<file path="src/rtl/mips_pkg.sv">
// Shared definitions for the MIPS write-back stage: load type encodings,
// default jal link offset and the hard-wired zero register index.
package mips_pkg;

  typedef enum logic [2:0] {
    MT_LW  = 3'd0,
    MT_LB  = 3'd1,
    MT_LBU = 3'd2,
    MT_LH  = 3'd3,
    MT_LHU = 3'd4
  } mem_type_e;

  localparam logic [31:0] LINK_OFFSET_DFLT = 32'd8;
  localparam logic [4:0]  REG_ZERO         = 5'd0;

endpackage

</file>
<file path="src/rtl/load_ext.sv">
// Load data extraction and extension for lb/lbu/lh/lhu/lw.
// Encodings 5-7 fall through to the plain word.
module load_ext
  import mips_pkg::*;
(
  input  logic [31:0] ReadData_W,
  input  logic [1:0]  off,
  input  logic [2:0]  MemType_W,
  output logic [31:0] ext_data
);

  logic [7:0]  byte_sel;
  logic [15:0] half_sel;

  // pick the addressed byte and half; off[0] is ignored for halves
  always_comb begin
    byte_sel = ReadData_W[7:0];
    case (off)
      2'd0: byte_sel = ReadData_W[7:0];
      2'd1: byte_sel = ReadData_W[15:8];
      2'd2: byte_sel = ReadData_W[23:16];
      2'd3: byte_sel = ReadData_W[31:24];
      default: byte_sel = ReadData_W[7:0];
    endcase
    half_sel = off[1] ? ReadData_W[31:16] : ReadData_W[15:0];
  end

  // sign or zero extend according to the load type
  always_comb begin
    ext_data = ReadData_W;
    case (MemType_W)
      MT_LB:   ext_data = {{24{byte_sel[7]}}, byte_sel};
      MT_LBU:  ext_data = {24'd0, byte_sel};
      MT_LH:   ext_data = {{16{half_sel[15]}}, half_sel};
      MT_LHU:  ext_data = {16'd0, half_sel};
      default: ext_data = ReadData_W;
    endcase
  end

endmodule

</file>
<file path="src/rtl/wb_grf.sv">
// Write-back stage and 32x32 general register file.
// Optional macro GRF_BYPASS_EN: when defined, a read port addressing the
// register being written this cycle returns WD_W directly; otherwise read
// ports show stored content only and forwarding is left to the hazard unit.
module wb_grf
  import mips_pkg::*;
#(
  parameter logic [31:0] LINK_OFFSET = LINK_OFFSET_DFLT,
  parameter int          COUNT_W     = 32
) (
  input  logic               clk,
  input  logic               reset,
  input  logic               valid_W,
  input  logic               RegWrite_W,
  input  logic               MemtoReg_W,
  input  logic               jal_W,
  input  logic [2:0]         MemType_W,
  input  logic [31:0]        ReadData_W,
  input  logic [31:0]        ALUOut_W,
  input  logic [4:0]         WriteReg_W,
  input  logic [31:0]        pc_W,
  input  logic [4:0]         A1_D,
  input  logic [4:0]         A2_D,
  output logic [31:0]        RD1_D,
  output logic [31:0]        RD2_D,
  output logic [31:0]        WD_W,
  output logic               WE_W,
  output logic [COUNT_W-1:0] retire_count
);

  logic [31:0] gpr [32];
  logic [31:0] load_data;

  load_ext u_load_ext (
    .ReadData_W (ReadData_W),
    .off        (ALUOut_W[1:0]),
    .MemType_W  (MemType_W),
    .ext_data   (load_data)
  );

  // gating with valid_W first keeps X on bubble fields out of the write enable
  assign WE_W = valid_W & RegWrite_W & (WriteReg_W != REG_ZERO);

  // write-data select: jal link beats load data beats ALU result
  always_comb begin
    WD_W = ALUOut_W;
    if (jal_W)
      WD_W = pc_W + LINK_OFFSET;
    else if (MemtoReg_W)
      WD_W = load_data;
  end

  // register commit; entry 0 is cleared and never written
  always_ff @(posedge clk or posedge reset) begin
    if (reset) begin
      for (int i = 0; i < 32; i++)
        gpr[i] <= '0;
    end else if (WE_W) begin
      gpr[WriteReg_W] <= WD_W;
    end
  end

  // retired-instruction counter, wraps silently
  always_ff @(posedge clk or posedge reset) begin
    if (reset)
      retire_count <= '0;
    else if (valid_W)
      retire_count <= retire_count + COUNT_W'(1);
  end

  // read port 1
  always_comb begin
    RD1_D = (A1_D == REG_ZERO) ? 32'd0 : gpr[A1_D];
`ifdef GRF_BYPASS_EN
    if (WE_W && (A1_D == WriteReg_W))
      RD1_D = WD_W;
`endif
  end

  // read port 2
  always_comb begin
    RD2_D = (A2_D == REG_ZERO) ? 32'd0 : gpr[A2_D];
`ifdef GRF_BYPASS_EN
    if (WE_W && (A2_D == WriteReg_W))
      RD2_D = WD_W;
`endif
  end

endmodule
</file>
<file path="config.mk">
export PLATFORM = sky130hd
export DESIGN_NAME = wb_grf
export DESIGN_NICKNAME = d
export VERILOG_FILES = /design/src/rtl/mips_pkg.sv /design/src/rtl/load_ext.sv /design/src/rtl/wb_grf.sv
export SDC_FILE = /design/constraint.sdc
export NUM_CORES = 2
export LEC_CHECK = 0
export ABC_CLOCK_PERIOD_IN_PS = 113900
export CORE_MARGIN = 3
export CORE_UTILIZATION = 50
export DETAILED_ROUTE_END_ITERATION = 10
export PLACE_DENSITY = 0.69
export SLEW_MARGIN = 5
export SYNTH_ARGS = -nofsm -noshare
export SYNTH_HDL_FRONTEND = slang
export SYNTH_SLANG_ARGS = --single-unit
</file>
<file path="constraint.sdc">
create_clock -name clk -period 113.9 [get_ports clk]
set_clock_uncertainty 0.05 [all_clocks]
set_input_delay 28.475 -clock clk [delete_from_list [all_inputs] [get_ports clk]]
set_output_delay 28.475 -clock clk [all_outputs]
set_load 0.005 [all_outputs]
</file>
==> results by stage <==
Power:
- The switching share of total power is 28.24%.
- In this run the power spent charging and discharging nets is 296.0 uW.
- Power spread over the standard cell area amounts to 16.62 nW/um^2.
- The share of total power in sequential cells is 45.2%.
- The portion of total power attributed to the clock network is 35.0%.
- Cell internal power was estimated by the tool at 752.2 uW.
- The proportion of power drawn by combinational gates is 19.8%.
- The largest vdd supply drop is 14.24 uV.
- The leakage power summed over all cells is about 26 nW.

Routing:
- For this block, the via count after detailed routing is 41290.
- The routed length per placed instance is 26.27 um.
- The first-pass iteration count of the detailed router is 6.
- The post-detailed-route DRC marker count is 0.
- After detailed routing, the total wire length is between 150 and 200 mm.
- The number of vias per cell after detailed routing is approximately 6.4.
- In this run, the number of DRC markers left after iteration 0 of detailed routing was 4417.
- The number of nets with antenna violations after routing is 0.

Setup path:
- Among all stages on the critical path, the largest delay is contributed by sky130_fd_sc_hd__buf_4.
- The cell family contributing the most delay on the critical path is buffers and inverters.
- In this run the worst setup path terminates at RD1_D[18].
- The class of the most critical setup path is in2out.
- The start point of the critical path is A1_D[1].
- Along the worst path, the maximum fanout reaches 81.
- The delay of the slowest critical-path stage is roughly 0.87 ns.
- Together, buffers and inverters on the worst path number 5.
- The worst register-to-register path begins at retire_count[14].
- Across all register-to-register paths, the minimum setup slack is 111.74 ns.
- For the worst setup path, the data required time is 85.37 ns.
- Walking the worst path, the cells encountered are buf_8 -> buf_4 -> buf_4 -> buf_4 -> mux4_2 -> mux4_2 -> nor2_1 -> nor3_1 -> clkdlybuf4s50_1.
- The count of cell instances traversed by the critical path is 9.
- Measured in cells, the most critical reg-to-reg path has a length of 6.
- The arrival time reported for the critical path endpoint is 33.36 ns.
- STA classifies the critical path endpoint as a primary output.
- The critical path startpoint category is an input port.
- The cell occurring most often along the worst timing path is sky130_fd_sc_hd__buf_4.
- The endpoint identified for the worst register-to-register timing path is retire_count[30].

STA:
- The transition time of the tightest slew-check pin is roughly 1.3 ns.
- The count of pins over their slew limit is 0.
- Of the available clock period, the critical path in the final layout requires 54.33%.
- The setup TNS after final layout is 0 ns.
- The minimum period implied by the final worst setup slack is slightly above 60 ns.
- The smallest hold slack is 0.3441 ns.
- The count of final hold-check violations was 0.
- In this run the tightest slew margin relative to its limit is between 15 and 20%.
- Setup repair after global routing left no endpoint under its margin.
- Setup violations remaining at the end of the flow were counted as 0.
- Derived from the worst setup path, the maximum achievable clock frequency is approximately 16 MHz.

Final layout:
- From synthesis to final layout, the design area changed by 12.06%.
- The final net count is 5007.
- Summing all multi-input logic gate instances after layout gives around 27000 um^2.
- The number of fillers in the final layout is between 9000 and 10000.
- In the layout the commonest cells are sky130_fd_sc_hd__dfrtp_1, sky130_fd_sc_hd__nand2_1, sky130_fd_sc_hd__mux4_2, sky130_fd_sc_hd__o21ai_0, sky130_fd_sc_hd__nor2_1.
- The total area of sequential cells is 26430 um^2.
- The most frequent standard cell in the layout excluding fill and tap cells is sky130_fd_sc_hd__dfrtp_1.
- In the final layout, the share of cells above drive strength 1 is 22.53%.

Global routing:
- The global-route wire length before repair is 260.2 mm.
- The initial antenna violation count is 7.
- After global routing, the most crowded layer is met2.
- The leftover overflow at the end of global routing is 0.
- The via count of the first global-routing pass is 41330.
- For met3 alone, demand over resource in global routing was 6.823%.
- The met2 usage is 44.83%.
- The overall routing resource usage is 29.48%.
- In the global route stage, met1 resource usage came out at between 40% and 50%.
- Entering global routing, the biggest net connects 182 pins.

Floorplanning:
- During I/O placement, the number of pins put on the boundary was between 200 and 250.
- The floorplan has between 100 and 150 rows.
- Once the floorplan was initialized, standard cells occupied between 50% and 60% of the core.
- After floorplanning, the core was sized to cover between 100000 and 150000 um^2.
- The vertical die dimension is 341.5 um.
- The die covers 116600 um^2.
- The die width is 341.5 um.

Synth:
- The most used flip-flop cell after synthesis is sky130_fd_sc_hd__dfrtp_1.
- The cell accounting for the most synthesized area is sky130_fd_sc_hd__dfrtp_1.
- A synthesized cell averages about 11 um^2.
- The adder-cell area share of the yosys netlist is 0.04447%.
- The area fraction in compound gates after synthesis is 12.40%.
- After technology mapping, the gate count stands at 4921.
- The fraction of synthesized cell area taken by the top area cell type is 46.96%.
- Yosys attributes the largest share of cell area to sky130_fd_sc_hd__dfrtp_1, sky130_fd_sc_hd__mux4_2, sky130_fd_sc_hd__nand2_1.
- The distinct cell type count of the synthesized netlist is 71.
- The synthesized design contains 0 enable-type register cells.
- The sequential element share of the synthesized area is 46.96%.
- The number of nets in the synthesized netlist is 5043.
- After synthesis the cells add up to between 50000 and 60000 um^2.
- Of all flip-flops after synthesis, the portion carrying an async set or reset was between 90% and 100%.
- The synthesized-area fraction occupied by xor and xnor cells is 0.9027%.
- The number of warnings reported in the yosys synthesis log is 0.
- After synthesis, the largest family of logic cells by area is multiplexers.
- Synthesis inferred 1056 register bits.
- The area fraction in and, or, nand and nor cells after synthesis is a little under a tenth.
- The multiplexer share of the synthesized area is 25.71%.

CTS:
- Buffers inserted to repair hold after CTS numbered 0.
- The clock tree from TritonCTS is done.
- The maximum level of the CTS H-tree is 3.
- In this run the post-CTS setup repair buffer count came out at 0.
- The total of cells resized after clock tree synthesis is 0.
- The tree built by TritonCTS fans out to 1056 sinks.
- The clock insertion delay at the later pin of the skew report is 0.69 ns.
- The clock-pin slew on the worst setup and hold paths is about 0.060 ns.
- The number of buffers added by the clock tree synthesis step is 107.
- The root buffer cell is sky130_fd_sc_hd__clkbuf_16.
- Counting along the longest clock path gives a buffer depth of 3.

Run status:
- The flow ran to the end, and the final reports show no timing, DRC or antenna violations.

Worst hold path:
- The worst min-delay path class is reg2reg.

Placed design:
- The number of buffer cells added on primary ports is about 250.
- Summed over all nets, the half-perimeter wirelength after detailed placement is 101.9 mm.
- At the end of routability-driven placement, the weighted congestion stood at ~0.91.

Run:
- The count of maximum capacitance violations is 0.
[per-layer routing]
metal | up-vias | part of all wire [%]
li1 | 17820 | -
met2 | 2085 | 45
met5 | - | 0.014
met1 | 20970 | 40
met4 | 4 | 4.0
met3 | 411 | 10
[per-stage QoR]
step / setup slack (ns) / cell area (um^2) / util, % / power [mW] / cells
6_report: 52.02 / 63060 / 56.75 / 1.048 / 6465
5_1_grt: 51.93 / 63060 / 56.74 / 1.094 / 6463
4_1_cts: 52.06 / 63050 / 56.74 / 1.051 / 6460
3_5_place_dp: 52.09 / 59390 / 53.45 / 0.6853 / 6264
3_3_place_gp: 52.07 / 59390 / 53.45 / 0.6766 / 6264
2_1_floorplan: 55.02 / 56280 / - / 0.6180 / 4921
[Yosys cell counts (all sizes together), types with 3 or more instances]
library cell,number
mux2,69
nor2,404
nand2,780
or3b,3
o211ai,5
nand4,17
nor3b,3
mux4,579
nor4,3
or2,4
a22oi,6
dfrtp,1056
a211o,4
and2,5
a221oi,38
clkbuf,312
xnor2,37
inv,80
a211oi,14
a21oi,327
a221o,4
nand2b,4
nor3,39
or3,8
o21a,4
o21ai,725
o221ai,26
a31oi,5
and3,13
mux2i,65
nand3,23
a2bb2oi,12
o22ai,8
buf,191
xor2,21
[registers in the layout, summed over array words and instances (netlist names)]
register and count:
gpr 1024, retire_count 32
[kinds of logic (layout without fill, tap and decap cells)]
| logic type | count (synthesis) | count (layout) |
|---|---|---|
| other | 0 | 5 |
| buffers and inverters | 584 | 635 |
| xor gates and xnor gates | 58 | 58 |
| and+or+nand+nor | 1314 | 1314 |
| muxes | 713 | 713 |
| DFF | 1056 | 1056 |
| AOI/OAI and AO/OA | 1194 | 1194 |
| adders and majority gates | 2 | 2 |
[how the worst min path moves through the flow]
stage | startpoint | end | cells after the start
after floorplan | gpr[1000] | gpr[1000] | 1
after global placement | gpr[1020] | gpr[1020] | 0
after detailed placement | gpr[1017] | gpr[1017] | 0
after CTS | gpr[994] | gpr[994] | 0
after global routing | gpr[1008] | gpr[1008] | 0
final | gpr[994] | gpr[994] | 0
[layout make-up]
class / instances / share of cell area (%)
multi-input combinational: 3281 / 43.52
sequential: 1056 / 41.90
timing repair buffer: 358 / 5.307
clock buffer: 154 / 5.024
tap: 1488 / 2.952
clock inverter: 42 / 0.7738
inverter: 81 / 0.4940
antenna: 5 / 0.01984
[worst register-to-register path: cells and delay by family, from the launching register on]
| kind | cells | cell delay (ns) |
|---|---|---|
| and+or+nand+nor | 5 | 1.44 |
| DFF | 1 | 0.41 |
| xor gates and xnor gates | 1 | 0.14 |
[power groups by stage]
stage | logic, mW | clock network [mW] | registers (mW)
2_1_floorplan | 0.151 | 0 | 0.467
3_3_place_gp | 0.201 | 0 | 0.475
3_5_place_dp | 0.207 | 0 | 0.479
4_1_cts | 0.207 | 0.371 | 0.473
5_1_grt | 0.227 | 0.386 | 0.481
6_report | 0.208 | 0.367 | 0.474
Note: power is estimated with default switching activity, not from simulation.
